==> config.mk <==
export PLATFORM = sky130hd
export DESIGN_NAME = game_over_ctrl
export DESIGN_NICKNAME = d
export VERILOG_FILES = /design/src/rtl/game_over_ctrl.sv
export SDC_FILE = /design/constraint.sdc
export NUM_CORES = 1
export LEC_CHECK = 0
export ABC_AREA = 0
export ABC_CLOCK_PERIOD_IN_PS = 3950
export CAP_MARGIN = 20
export CORE_MARGIN = 2
export CORE_UTILIZATION = 45
export CTS_BUF_LIST = sky130_fd_sc_hd__clkbuf_4
export CTS_CLUSTER_SIZE = 14
export DETAILED_ROUTE_END_ITERATION = 6
export PLACE_DENSITY = 0.81
export SYNTH_ARGS = -nofsm -noshare
export SYNTH_HDL_FRONTEND = slang
export SYNTH_SLANG_ARGS = --single-unit
==> constraint.sdc <==
create_clock -name clock -period 3.95 [get_ports clock]
set_input_delay 0.79 -clock clock [delete_from_list [all_inputs] [get_ports clock]]
set_output_delay 0.79 -clock clock [all_outputs]
set_load 0.01 [all_outputs]
==> src/rtl/game_over_ctrl.sv <==
// Game-flow controller for the bird column: start/play/crash/over sequencing,
// collision and pipe-pass detection on each game tick, and a saturating score.
module game_over_ctrl #(
    parameter int DATA_W      = 8,
    parameter int CRASH_TICKS = 8
) (
    input  logic              clock,
    input  logic              reset,
    input  logic              tick,
    input  logic              groundIn,
    input  logic [DATA_W-1:0] birdRow,
    input  logic [DATA_W-1:0] pipeRow,
    input  logic              startKey,
    output logic              lossDetect,
    output logic              playing,
    output logic [7:0]        score,
    output logic              over
);

    localparam int CNT_W = $clog2(CRASH_TICKS + 1);

    typedef enum logic [1:0] {
        IDLE  = 2'd0,
        PLAY  = 2'd1,
        CRASH = 2'd2,
        OVER  = 2'd3
    } state_t;

    state_t            state;
    state_t            state_next;
    logic [CNT_W-1:0]  crash_cnt;
    logic [DATA_W-1:0] pipe_prev;
    logic              start_hist;
    logic              start_edge;
    logic              collision;
    logic              pipe_pass;
    logic              crash_last;

    function automatic logic [7:0] sat_inc(input logic [7:0] v);
        return (v == 8'hFF) ? v : v + 8'd1;
    endfunction

    assign start_edge = startKey & ~start_hist;
    assign collision  = groundIn | (|(birdRow & pipeRow));
    assign pipe_pass  = (|pipe_prev) & ~(|pipeRow);
    // A count of 0 in CRASH cannot normally occur; treat it as finished too.
    assign crash_last = (crash_cnt <= CNT_W'(1));

    always_ff @(posedge clock) begin
        if (reset) begin
            state <= IDLE;
        end else begin
            state <= state_next;
        end
    end

    always_comb begin
        state_next = state;
        case (state)
            IDLE: begin
                if (start_edge) state_next = PLAY;
            end
            PLAY: begin
                if (tick && collision) state_next = CRASH;
            end
            CRASH: begin
                if (tick && crash_last) state_next = OVER;
            end
            OVER: begin
                if (start_edge) state_next = PLAY;
            end
            default: state_next = IDLE;
        endcase
    end

    always_comb begin
        playing = 1'b0;
        over    = 1'b0;
        case (state)
            PLAY:    playing = 1'b1;
            OVER:    over    = 1'b1;
            default: ;
        endcase
    end

    // Score, crash timer, previous-tick pipe column and start-key history.
    always_ff @(posedge clock) begin
        if (reset) begin
            score      <= 8'd0;
            crash_cnt  <= '0;
            pipe_prev  <= '0;
            start_hist <= 1'b1;
            lossDetect <= 1'b0;
        end else begin
            start_hist <= startKey;
            lossDetect <= (state_next == CRASH);
            case (state)
                IDLE, OVER: begin
                    if (start_edge) begin
                        score     <= 8'd0;
                        pipe_prev <= '0;
                    end
                end
                PLAY: begin
                    if (tick) begin
                        pipe_prev <= pipeRow;
                        if (collision) begin
                            crash_cnt <= CNT_W'(CRASH_TICKS);
                        end else if (pipe_pass) begin
                            score <= sat_inc(score);
                        end
                    end
                end
                CRASH: begin
                    if (tick && crash_cnt != '0) crash_cnt <= crash_cnt - CNT_W'(1);
                end
                default: ;
            endcase
        end
    end

endmodule
-- Yosys cells after proc, flatten, opt, wreduce, memory -nomap -nowiden
Cells that the tools add are included.
- flip-flop bits (word level): 24
- output and inout bits: 11
- bitwise gates (word level): 6
- multiplexer cells: 18
- equal/unequal tests: 12
- reduce and logical (&&, ||, !) cells: 14
- order comparisons: 1
- add/subtract/negate cells: 2
- operator list (cell ; number):
    two-way mux 8 bit ; 6
    case mux 8 bit (2 select lines) ; 2
    OR reduction 8 bit ; 3
    two-way mux 4 bit ; 3
    != test 2 bit (second input constant) ; 6
    adder 8 x 1 -> 8 bit (second input constant) ; 1
    bitwise AND 8 bit ; 1
    == test 8 bit (second input constant) ; 1
    case mux 4 bit (2 select lines) ; 1
    == test 2 bit (second input constant) ; 3
    two-way mux 2 bit ; 3
    case mux 2 bit (3 select lines) ; 1
    AND reduction 6 bit ; 1
    <= comparator 4 x 1 -> 1 bit (second input constant) ; 1
    AND reduction 4 bit ; 1
    nonzero test 2 bit ; 2
    nonzero test 4 bit ; 1
    subtractor 4 x 1 -> 4 bit (second input constant) ; 1
    logical AND 1 bit ; 3
    AND reduction 3 bit ; 1
    bitwise AND 1 bit ; 2
    == test 2 x 1 -> 1 bit (second input constant) ; 1
    logical NOT 2 bit ; 1
    two-way mux 1 bit ; 2
    4 further kinds ; 5

-- Longest topological paths before layout
Gate-level depths: netlist of run 1.
- depth in word-level cells: 7
- depth in mapped cells: 8

-- Worst setup path after synthesis of run 1
OpenSTA, ideal clock, no wires.
- path type: input to register
- from: input port tick
- to: register score[7]
- cell stages on the path: 7
- library setup time: 0.074 ns
- setup slack: 1.565 ns
- buffers on the path: 2
- arrival: 2.311 ns
- data required time: 3.876 ns
- path through: buf_6 nor4b_4 nand3_1 or3_1 buf_2 or4_1 a31oi_1
- cells in the longest elaborated chain, start to end: 2
- RTL lines (item ; RTL line ; source):
    start, declared ; 9 ; input logic tick,
    != test 2 bit (no source line) ; -- ;
    AND reduction 6 bit (no source line) ; -- ;
    end signal, assigned ; 110 ; score <= sat_inc(score);
    end, declared ; 16 ; output logic [7:0] score,
Every way passes these cells.
A chain may end at the register's enable or synchronous reset.

-- Final worst setup path of run 1
- from: register state[0]
- to: output port playing
- cells in the longest elaborated chain, start to end: 2
- RTL lines (item ; RTL line ; source):
    start, declared ; 29 ; state_t state;
    start signal, assigned ; 53 ; state <= state_next;
    == test 2 x 1 -> 1 bit ; 79 ; case (state)
    two-way mux 1 bit ; 79 ;
    end, declared ; 15 ; output logic playing,
Every way passes these cells.

==> flow_summary.json, run 1 <==
{
  "status": "finished, final reports clean",
  "first_global_vias": 1377,
  "clockBufferDepth": 2,
  "cp.arrival_ns": 2.21,
  "cts.clk_slew.worst_paths_ns": 0.12,
  "drc": 0,
  "power.leakage_uw": 0.0006504,
  "portBuffers": 31,
  "initial_core_util_pct": 48.01,
  "grt_pass1_wl_um": 5809,
  "hold_violations": 0,
  "max_slew_margin_pct": 38.92,
  "fill_cells": 279,
  "synthTopCellsByArea": "dfxtp_1, ha_1, a31oi_1",
  "end_kind": "output pin",
  "worst_slew_pin_slew_ns": 0.9133,
  "maxCapViolCount": 0,
  "grt-busiest-layer": "met2",
  "grt_use_total_pct": 20.25,
  "die_y_um": 61.31,
  "max_stage_delay_ns": 0.78,
  "finalPower_uw": 679.4,
  "fp.dieW_um": 61.31,
  "core_mm2": 0.003078,
  "gp_congestion": 0.8573,
  "met3_usage_pct": 3.151,
  "design.die.area_mm2": 0.003758,
  "ir_drop_mv": 0.1739,
  "dp.cells": 245,
  "synth_edf_count": 0,
  "htree_levels": 1,
  "synth.avg_cell_area_um2": 8.164,
  "critPathMaxFanout": 27,
  "drt-vias-per-instance": 5.968,
  "synth_cell_types": 45,
  "finalSetupViolCount": 0,
  "p_per_area_mw_per_mm2": 373.7,
  "crit_slowest_cell": "ha_1",
  "cts_resized": 0,
  "ant_nets": 0,
  "layout-drive-gt1-share_pct": 4.412,
  "post-cts-setup-buffers": 0,
  "insertion_delay_ns": 0.31,
  "required_ns": 3.16,
  "finalCriticalPeriod_ns": 3.000,
  "fin_crit_sh_pct": 75.94,
  "fmax_mhz": 333.4,
  "num_io_pins": 32,
  "synth_area_leader_cell": "dfxtp_1",
  "detailed_place_hpwl_um": 2591,
  "drt_wl_total_um": 3487,
  "cts_tree": "built",
  "synth-main-ff-cell": "dfxtp_1",
  "cts_hold_buf": 0,
  "n_antenna_cell": 0,
  "crit_chain": "ha_1 > clkdlybuf4s50_1",
  "tns_ns": 0,
  "stdcell_count": 248,
  "grt-ovfl-total": 0,
  "crit_family": "adder cells",
  "synth_top_area_share_pct": 32.51,
  "vias": 1480,
  "hp-class": "flop to flop",
  "cts_num_sinks": 24,
  "synthCells": 181,
  "use_met1_pct": 24.77,
  "root_buffer": "clkbuf_4",
  "antenna_found_initial": 0,
  "grt_max_degree": 28,
  "rsz0062_at_grt": "false",
  "critical_path_class": "flop to output pin",
  "synth.cell_area_mm2": 0.001478,
  "slew_violations": 0,
  "num-nets-final": 235,
  "first_iter_violations": 59,
  "cts_buffers": 3,
  "fin_worst_skew_ns": 0.002084,
  "fp-row-count": 20,
  "ys_seq_area_share_pct": 32.51,
  "ys_seq_elements": 24,
  "cp-start-kind": "flop",
  "met2_usage_pct": 36.63,
  "syn_nets": 210,
  "firstDrtPassIters": 4,
  "path_buf_inv": 1,
  "async_flop_share_pct": 0,
  "area_delta_synth_final_pct": 23.03,
  "yosysWarningCount": 0,
  "wl_per_cell_um": 14.06
}
-- cells in the mapped netlist (3+ instances only) --
cell / number
inv_1: 8
nor2b_1: 10
o311ai_0: 4
dfxtp_1: 24
nand4_1: 4
and3_1: 3
or3_1: 3
or4_1: 5
a31oi_1: 15
nand2_1: 15
a21oi_1: 8
nor4_1: 3
ha_1: 8
nand2b_1: 3
nand3_1: 5
nor3_1: 6
nor2_1: 12
clkbuf_1: 9
-- state kept, by name, summed over array words and instances, names as in the netlist --
register    flops
state           2
crash_cnt       4
pipe_prev       8
lossDetect      1
start_hist      1
score           8
-- cell families after synthesis --
| family | count (synthesis) | share of synthesized area, % |
|---|---|---|
| and+or+nand+nor | 81 | 32.01 |
| AOI/OAI and AO/OA | 47 | 22.69 |
| DFF | 24 | 32.51 |
| buffers and inverters | 21 | 6.012 |
| adders and majority gates | 8 | 6.774 |
-- final cells by class --
cell class / instances / area [um^2] / area share, %
clock buffers: 3 / 22.52 / 1.239
flip-flops and latches: 24 / 480.5 / 26.43
well taps: 44 / 55.05 / 3.028
inverters: 9 / 33.78 / 1.858
repair buffers: 32 / 317.8 / 17.48
multi-input cells: 136 / 908.4 / 49.97
-- routing by layer --
metal | up-vias | routed length [um] | part of all wire (%)
met2 | 49 | 1752 | 50
met1 | 696 | 1519 | 44
li1 | 733 | - | -
met3 | 2 | 193 | 5.5
met4 | 0 | 22 | 0.63
met5 | - | 0 | 0
-- final timing paths --
kind | start | cells after the start | slack [ns] | to
hold / removal | score[7] | 2 | 0.53 | score[7]
hold reg to reg | score[7] | 2 | 0.53 | score[7]
setup / recovery | state[0] | 2 | 0.95 | playing
setup reg to reg | state[0] | 5 | 1.11 | score[6]
-- cells in the final DEF, fill, tap and decap left out, types with 6 or more instances in the layout --
| master | count |
|---|---|
| inv_1 | 8 |
| ha_1 | 8 |
| nor2_1 | 12 |
| nand2_1 | 15 |
| a31oi_1 | 15 |
| nor3_1 | 6 |
| nor2b_1 | 10 |
| dfxtp_1 | 24 |
| clkdlybuf4s50_1 | 31 |
| a21oi_1 | 8 |
-- tightest hold or removal path, cell delays in order (launching register included) --
cell	delay, ns
dfxtp_1	0.36
nand2_1	0.07
a31oi_1	0.06
-- metrics by stage --
stage	utilization [%]	setup slack, ns	hold slack (ns)	area [um^2]
after floorplan	-	1.565	0.4751	1478
after global placement	58.33	0.8707	0.4931	1795
after detailed placement	58.33	0.8222	0.5079	1795
after CTS	59.07	0.9534	0.5258	1818
after global routing	59.07	0.8274	0.5494	1818
final	59.07	0.9504	0.5284	1818
-- power breakdown --
| group | internal, uW | switching (uW) |
|---|---|---|
| logic | 112 | 183 |
| clock network | 35.6 | 69.1 |
| registers | 261 | 18.1 |
| total | 409 | 271 |
Note: power is estimated with default switching activity, not from simulation.
==> run 2, diff against run 1 <==
--- a/config.mk
+++ b/config.mk
@@ -6,7 +6,7 @@
 export NUM_CORES = 1
 export LEC_CHECK = 0
 export ABC_AREA = 0
-export ABC_CLOCK_PERIOD_IN_PS = 3950
+export ABC_CLOCK_PERIOD_IN_PS = 3100
 export CAP_MARGIN = 20
 export CORE_MARGIN = 2
 export CORE_UTILIZATION = 45
==> constraint.sdc (replaced) <==
create_clock -name clock -period 3.1 [get_ports clock]
set_input_delay 0.62 -clock clock [delete_from_list [all_inputs] [get_ports clock]]
set_output_delay 0.62 -clock clock [all_outputs]
set_load 0.01 [all_outputs]
==> run 2 against run 1 <==
Effect of this change: die area unchanged; register-to-register slack got worse by 0.54 ns; clock power rose by 35%; first-iteration DRC count increased by 17%; final area up 1.4%; largest cell class unchanged; via count up 4.5%; final cell count grew 1.6%.
==> flow_summary.json, run 2 (synthesis results as in run 1) <==
{
  "tns_ns": 0,
  "end_kind": "output pin",
  "slew_violations": 0,
  "gp_congestion": 0.8240,
  "first_iter_violations": 69,
  "num-nets-final": 238,
  "cts_num_sinks": 24,
  "required_ns": 2.48,
  "wl_per_cell_um": 14.65,
  "layout_commonest_cell": "clkdlybuf4s50_1",
  "finalCriticalPeriod_ns": 2.619,
  "firstDrtPassIters": 4,
  "fin_crit_sh_pct": 84.50,
  "cp-start-kind": "flop",
  "clockBufferDepth": 2,
  "post-cts-setup-buffers": 0,
  "largestRegisters": "pipe_prev: 8 flops, score: 8 flops, crash_cnt: 4 flops",
  "crit_end": "playing",
  "place_ws_ns": 0.2583,
  "critical_path_class": "flop to output pin",
  "layout-drive-gt1-share_pct": 5.769,
  "critPathMaxFanout": 18,
  "fmax_mhz": 381.8,
  "cp.depth": 3,
  "design.die.area_mm2": 0.003758,
  "grt_use_total_pct": 21.11,
  "p_per_area_mw_per_mm2": 478.1,
  "cts_hold_buf": 0,
  "cts_buffers": 3,
  "drc": 0,
  "portBuffers": 31,
  "detailed_place_hpwl_um": 2707,
  "first_global_vias": 1443,
  "ant_nets": 0,
  "cts.clk_slew.worst_paths_ns": 0.12,
  "crit_path_start": "state[1]",
  "grt_pass1_wl_um": 5865,
  "rsz0062_at_grt": "false",
  "cp.arrival_ns": 2.00,
  "status": "finished, final reports clean",
  "worst_slew_pin_slew_ns": 0.9175,
  "die_y_um": 61.31,
  "power.leakage_uw": 0.0006670,
  "grt_max_degree": 27,
  "hp-class": "flop to flop",
  "ir_drop_mv": 0.2124,
  "path_buf_inv": 2,
  "finalPower_uw": 881.7,
  "worstRegToRegCells": 6,
  "fin_worst_skew_ns": 0.007134,
  "hold_depth": 1,
  "hold_violations": 0,
  "maxCapViolCount": 0,
  "initial_core_util_pct": 48.01,
  "multiInputGateArea_um2": 908.4,
  "reg2reg_from": "state[1]",
  "root_buffer": "clkbuf_4",
  "vias": 1547,
  "fin_ws_ns": 0.4806,
  "crit_chain": "inv_1 > ha_1 > clkdlybuf4s50_1",
  "crit_family": "buffers and inverters",
  "max_stage_delay_ns": 0.66,
  "num_io_pins": 32,
  "crit-reg2reg-capture": "score[6]",
  "drt_wl_total_um": 3691,
  "core_mm2": 0.003078,
  "fp.dieW_um": 61.31,
  "drt-vias-per-instance": 6.139,
  "cts_tree": "built",
  "area_delta_synth_final_pct": 24.81,
  "n_antenna_cell": 0,
  "antenna_found_initial": 0,
  "seqCellArea_um2": 480.5,
  "max_slew_margin_pct": 38.64,
  "grt-ovfl-total": 0,
  "crit_slowest_cell": "clkdlybuf4s50_1",
  "fp-row-count": 20,
  "rrSetupSlack_ns": 0.57,
  "whs_ns": 0.5298,
  "fill_cells": 279,
  "cts_resized": 0,
  "final_cell_mix": "clkdlybuf4s50_1, dfxtp_1, a31oi_1, nand2_1, nor2_1",
  "finalSetupViolCount": 0,
  "htree_levels": 1,
  "hp-start": "crash_cnt[2]",
  "insertion_delay_ns": 0.32
}
## run 2: cell types whose count changed in the layout (fill, tap and decap cells not counted), sizes merged
cell | previous run | this run
buf | 1 | 4
clkinv | 1 | 2
## run 2: final cells by class
cell class                      instances  share of cell area (%)
Timing Repair Buffer                   35                   18.45
Multi-Input combinational cell        136                   49.25
Sequential cell                        24                   26.05
Tap cell                               44                   2.985
Clock buffer                            3                   1.221
Clock inverter                          1                  0.2035
Inverter                                9                   1.832
## run 2: how the worst min path moves through the flow
stage	endpoint
after CTS	score[7]
final	crash_cnt[2]
after detailed placement	score[7]
after global routing	crash_cnt[2]
after floorplan	crash_cnt[2]
after global placement	crash_cnt[2]
## run 2: routing by layer
| layer | routed length, um | global-route usage [%] | up-vias |
|---|---|---|---|
| met5 | 0 | 0 | - |
| met4 | 71 | 10.25 | 0 |
| met3 | 246 | 3.151 | 7 |
| met2 | 1883 | 38.45 | 64 |
| met1 | 1489 | 23.84 | 732 |
| li1 | - | - | 744 |
## run 2: worst reg2reg max path: stages (launching register included)
cell and delay [ns]:
dfxtp_1 0.39, inv_1 0.08, ha_1 0.56, clkinv_1 0.43, or3_1 0.44, or4_1 0.40, a31oi_1 0.17
## run 2: per-stage QoR
stage | area (um^2) | utilization, % | instances
floorplan | 1478 | - | 181
global placement | 1818 | 59.07 | 248
detailed placement | 1818 | 59.07 | 248
CTS | 1844 | 59.92 | 252
global route | 1844 | 59.92 | 252
finish | 1844 | 59.92 | 252
## run 2: power by group
| part | switching, uW | internal (uW) |
|---|---|---|
| combinational | 235 | 149 |
| sequential | 21.7 | 333 |
| clock | 94.9 | 47.2 |
| total | 352 | 530 |
